$ cat config.mk
export PLATFORM = sky130hd
export DESIGN_NAME = counter_step_ctrl
export DESIGN_NICKNAME = d
export VERILOG_FILES = /design/src/rtl/counter_step_ctrl.sv
export SDC_FILE = /design/constraint.sdc
export NUM_CORES = 1
export LEC_CHECK = 0
export CAP_MARGIN = 10
export CORE_MARGIN = 2
export CORE_UTILIZATION = 55
export DETAILED_ROUTE_END_ITERATION = 8
export PLACE_DENSITY = 0.72
export SLEW_MARGIN = 40
export SYNTH_ARGS = -nofsm -noshare
export SYNTH_HDL_FRONTEND = slang
export SYNTH_SLANG_ARGS = --single-unit
$ cat constraint.sdc
create_clock -name clk -period 2 [get_ports clk]
set_input_delay 0.3 -clock clk [delete_from_list [all_inputs] [get_ports clk]]
set_output_delay 0.3 -clock clk [all_outputs]
set_load 0.02 [all_outputs]
$ cat src/rtl/counter_step_ctrl.sv
// Pushbutton front end for the up/down counter: per-button sync and debounce,
// then a press FSM that emits single-cycle step pulses with hold-to-repeat.

module counter_step_db #(
   parameter int unsigned CYCLES = 4
) (
   input  logic clk,
   input  logic rst,
   input  logic raw_i,
   output logic level_o
);

   localparam int unsigned CW = $clog2(CYCLES + 1);
   localparam logic [CW-1:0] CMAX = CW'(CYCLES);

   logic          s1_q;
   logic          s2_q;
   logic          lvl_q;
   logic          lvl_d;
   logic [CW-1:0] cnt_q;
   logic [CW-1:0] cnt_d;
   logic [CW-1:0] cnt_inc;

   assign cnt_inc = cnt_q + CW'(1);

   // The count only survives while the synced level disagrees with the
   // accepted level; any agreement restarts the qualification window.
   always_comb begin
      cnt_d = '0;
      lvl_d = lvl_q;
      if (s2_q != lvl_q) begin
         if (cnt_inc == CMAX) begin
            lvl_d = s2_q;
         end else begin
            cnt_d = cnt_inc;
         end
      end
   end

   always_ff @(posedge clk or posedge rst) begin
      if (rst) begin
         s1_q  <= 1'b0;
         s2_q  <= 1'b0;
         lvl_q <= 1'b0;
         cnt_q <= '0;
      end else begin
         s1_q  <= raw_i;
         s2_q  <= s1_q;
         lvl_q <= lvl_d;
         cnt_q <= cnt_d;
      end
   end

   assign level_o = lvl_q;

endmodule

module counter_step_ctrl #(
   parameter int unsigned DEBOUNCE_CYCLES = 4,
   parameter int unsigned REPEAT_DELAY    = 20,
   parameter int unsigned REPEAT_RATE     = 5
) (
   input  logic clk,
   input  logic rst,
   input  logic btn_up,
   input  logic btn_down,
   output logic enable,
   output logic direction,
   output logic holding
);

   localparam int unsigned RMAX =
      (REPEAT_DELAY > REPEAT_RATE) ? REPEAT_DELAY : REPEAT_RATE;
   localparam int unsigned RCW = $clog2(RMAX + 1);
   localparam logic [RCW-1:0] DELAY_LD = RCW'(REPEAT_DELAY - 1);
   localparam logic [RCW-1:0] RATE_LD  = RCW'(REPEAT_RATE - 1);
   localparam logic [RCW-1:0] ONE      = RCW'(1);

   typedef enum logic [2:0] {
      IDLE,
      FIRST,
      REPEAT_WAIT,
      REPEAT_PULSE,
      REPEATING
   } state_t;

   state_t         state_q;
   logic [RCW-1:0] rcnt_q;
   logic           up_lvl;
   logic           dn_lvl;
   logic           sel;
   logic           sel_dir;
   logic           keep;

   counter_step_db #(.CYCLES(DEBOUNCE_CYCLES)) u_db_up (
      .clk     (clk),
      .rst     (rst),
      .raw_i   (btn_up),
      .level_o (up_lvl)
   );

   counter_step_db #(.CYCLES(DEBOUNCE_CYCLES)) u_db_dn (
      .clk     (clk),
      .rst     (rst),
      .raw_i   (btn_down),
      .level_o (dn_lvl)
   );

   assign sel     = up_lvl ^ dn_lvl;
   assign sel_dir = up_lvl;
   // The held press stays valid only while the same single button is down.
   assign keep    = sel && (sel_dir == direction);

   always_ff @(posedge clk or posedge rst) begin
      if (rst) begin
         state_q   <= IDLE;
         rcnt_q    <= '0;
         enable    <= 1'b0;
         direction <= 1'b1;
         holding   <= 1'b0;
      end else begin
         enable  <= 1'b0;
         holding <= 1'b0;
         unique case (state_q)
            IDLE: begin
               if (sel) begin
                  state_q   <= FIRST;
                  enable    <= 1'b1;
                  direction <= sel_dir;
               end
            end
            FIRST: begin
               state_q <= REPEAT_WAIT;
               rcnt_q  <= DELAY_LD;
               holding <= 1'b1;
            end
            REPEAT_WAIT, REPEATING: begin
               if (!keep) begin
                  state_q <= IDLE;
               end else if (rcnt_q <= ONE) begin
                  state_q <= REPEAT_PULSE;
                  rcnt_q  <= '0;
                  enable  <= 1'b1;
               end else begin
                  rcnt_q  <= rcnt_q - ONE;
                  holding <= 1'b1;
               end
            end
            REPEAT_PULSE: begin
               if (!keep) begin
                  state_q <= IDLE;
               end else begin
                  state_q <= REPEATING;
                  rcnt_q  <= RATE_LD;
                  holding <= 1'b1;
               end
            end
            default: begin
               state_q <= IDLE;
            end
         endcase
      end
   end

endmodule

==> results by group <==
Critical path
  – Reg2Reg Setup Slack: roughly 140 ps
  – Worst Path Arrival: just over 2000 ps
  – RR Endpoint: rcnt_q[2]$_DFFE_PP0P_
  – Critical path class: flop to flop
  – Req. time, crit path: between 2000 and 2500 ps
  – Crit path cell chain: or3b_1 > o2bb2ai_4 > mux2_4 > a211o_1
  – Slowest cell delay on critical path: roughly 490 ps
  – Launching point of the worst reg2reg path: u_db_dn.level_o$_DFFE_PP0P_
  – Worst Reg-to-Reg Cells: 4
  – Crit Path Max Fanout: 7
  – Slowest CP cell: or3b_1
  – Critical Path Sink Type: flop
  – Critical Path Start Type: flop

Outcome
  – Outcome: complete, no violations

Final layout
  – Final core utilization: 62.3%
  – Final Non-Filler Cells: 155
  – Area Growth Syn to Fin: 9.53%
  – Antenna Cells: 0
  – NumNets Final: ~140
  – Commonest non-fill, non-tap cell in the layout: dfrtp_1
  – # fillers: around 190
  – Share of cells above drive strength 1: 8.66%
  – Most frequent cells in the layout: 22 x dfrtp_1, 11 x inv_1, 8 x a21oi_1, 7 x nand2_1

Routing
  – ANT nets after route: 0
  – Post-Route WL: about 2200 um
  – Initial drt markers: 17
  – DRT Pass-1 Iters: 4
  – Via count: around 880
  – DR WL/cell: ~14 um
  – Via density: ~5.7
  – Residual DRC: 0

STA
  – Final hold vios: 0
  – Fmax: around 0.54 GHz
  – Finish-stage setup viols: 0
  – Worst Skew: roughly 1.9 ps
  – Period minus WS final: 1860 ps
  – Slew HR: 67.5%
  – Setup TNS: 0 ps
  – Fin. max-slew vios: 0
  – RSZ-0062 raised after global routing: no
  – PnR worst setup slack: about 140 ps
  – WHS: roughly 290 ps
  – Slew @ Worst Pin: 488 ps
  – Period utilisation layout: a little over 90%

Synth
  – Mapped Cells: 119
  – Synth Warn #: 0
  – Simple-gate share of the synthesized area: 14.1%
  – Avg Inst Size Synth: between 10 and 15 um2
  – Post-synthesis mux area share: under 10%
  – Seq/Total Area, Yosys: 46.8%
  – Post-synthesis xor/xnor area fraction: under 10%
  – Mapped cell area: around 1200 um2
  – Compound-Gate Fraction of Synth Area: 19.6%
  – Cell taking the most area after synthesis: dfrtp_1
  – Mapped Nets: 129
  – Area share of the largest cell type after synthesis: between 40% and 50%
  – Adder-cell area share of the yosys netlist: around 6%
  – Synth cell types: 42
  – #FFs+latches synth: 23
  – Largest family of logic cells by synthesized area: compound AO/OA/AOI/OAI gates
  – Top cells by area, synth: dfrtp_1 45%, ha_1 6.1%, inv_1 3.3%, a21oi_1 3.2%, a31oi_1 2.5%

Floorplan
  – Die Area: 2640 um2
  – Initial Util: between 50 and 60%
  – Core Rows: 17
  – Die height: a little over 50 um
  – IO Pins: 7
  – Core ar.: 2170 um2
  – Die Wd: around 51 um

Power
  – Cell Pwr Density: approximately 1200 nW/um2
  – Maximum vdd drop: ~0.0008 V
  – Leak: between 0.0006 and 0.0007 uW

CTS
  – Clock sinks: 23
  – Hold_buf cts: 0
  – Inserted Clock Buffers: 3
  – Clock slew at reported path FFs: around 120 ps
  – Post-CTS Resized: 0
  – Root Buffer: clkbuf_4
  – Clock Latency Late Sink: 300 ps
  – H-tree depth: 1
  – Post-CTS setup buffers: 0
  – CTS tree: yes
  – Max Root-Sink Buffers: 2

GRT
  – Grt ovf: 0
  – Initial antenna violation count: 0
  – Vias in the first global route: between 800 and 900
  – Largest net degree at the start of global routing: 15
  – Global-route wire length before repair: between 3000 and 4000 um
  – Overall Global Routing Usage: 19.1%

Flow run
  – Max-cap violations: 0

Placed design
  – Place WS: between 150 and 200 ps
  – Final GP Congestion: 0.849
  – Placed cell count: 151
  – Port Buffers: 6
  – Dpl hpwl: ~1700 um

Min path
  – Hold Path Class: input port to async pin
## routing by layer
metal	vias to the layer above	global-route usage, %	routed length (um)
met3	4	4.09	77
li1	432	-	-
met2	18	29.9	1050
met4	0	6.58	21
met1	422	26.3	1030
met5	-	0	0
## worst max path at each step
stage | start | end | slack (ps) | depth (start not counted)
after floorplan | direction$_DFFE_PP1P_ | rcnt_q[2]$_DFFE_PP0P_ | 250 | 5
after CTS | u_db_dn.level_o$_DFFE_PP0P_ | rcnt_q[2]$_DFFE_PP0P_ | 130 | 4
after detailed placement | u_db_dn.level_o$_DFFE_PP0P_ | rcnt_q[2]$_DFFE_PP0P_ | 160 | 4
after global routing | u_db_dn.level_o$_DFFE_PP0P_ | rcnt_q[3]$_DFFE_PP0P_ | 50 | 4
final | u_db_dn.level_o$_DFFE_PP0P_ | rcnt_q[2]$_DFFE_PP0P_ | 140 | 4
after global placement | u_db_dn.level_o$_DFFE_PP0P_ | rcnt_q[2]$_DFFE_PP0P_ | 210 | 4
## cells by family after synthesis
| logic type | count (synthesis) |
|---|---|
| AOI/OAI and AO/OA | 33 |
| xor gates and xnor gates | 5 |
| adders and majority gates | 6 |
| buffers and inverters | 17 |
| DFF | 23 |
| muxes | 4 |
| and+or+nand+nor | 31 |
## synthesized netlist by cell type
cell / instances
or3b_1: 1
o41ai_1: 1
o2bb2ai_4: 1
or3_1: 1
nor2_1: 6
a21o_1: 2
o211ai_1: 1
nand2_1: 7
mux2_4: 1
nand3b_1: 1
nor4b_1: 1
o21ai_0: 1
dfstp_2: 1
nor3b_2: 1
o31ai_1: 1
a41oi_1: 1
clkbuf_1: 4
nand4_1: 1
a21oi_1: 8
o21ai_1: 2
nor3b_1: 2
dfrtp_1: 22
xnor2_1: 2
o32ai_1: 1
ha_1: 6
and2_1: 1
and2b_1: 1
o21a_1: 2
a211oi_1: 3
mux2i_1: 1
a22o_1: 1
a31oi_1: 5
nand2b_1: 1
a22oi_1: 1
nor2b_1: 4
buf_6: 1
nor3_1: 3
buf_4: 1
mux2_1: 2
inv_1: 11
a211o_1: 2
xor2_1: 3
## through the flow
stage	total power, uW	cell area (um2)
2_1_floorplan	1220	1230
3_3_place_gp	1380	1330
3_5_place_dp	1410	1330
4_1_cts	1630	1350
5_1_grt	1750	1350
6_report	1610	1350
## worst max-delay path: cells and delay by family, from the launching register on
kind	cells	cell delay [ps]
flops	1	480
simple gates	1	490
compound gates	2	490
mux	1	310
## power by group
| group | switching [uW] | internal (uW) |
|---|---|---|
| Combinational | 368 | 308 |
| Clock | 136 | 77.8 |
| Sequential | 122 | 603 |
| Total | 625 | 988 |
## sequential cells by signal, indices dropped and copies added (netlist names)
signal and cells:
rcnt_q 5, state_q 3, u_db_dn.cnt_q 3, u_db_up.cnt_q 3, direction 1, enable 1, holding 1, u_db_dn.level_o 1
u_db_dn.s1_q 1, u_db_dn.s2_q 1, u_db_up.level_o 1, u_db_up.s1_q 1, u_db_up.s2_q 1
## cell type report
class                   count  area [um2]  share of cell area (%)
multi-input cells          79         582                    43.1
clock buffers               4        26.3                    1.94
inverters                  11        41.3                    3.06
flip-flops and latches     23         577                    42.7
repair buffers             10        90.1                    6.67
well taps                  28        35.0                    2.59
Power figures use the tool's default switching activity.
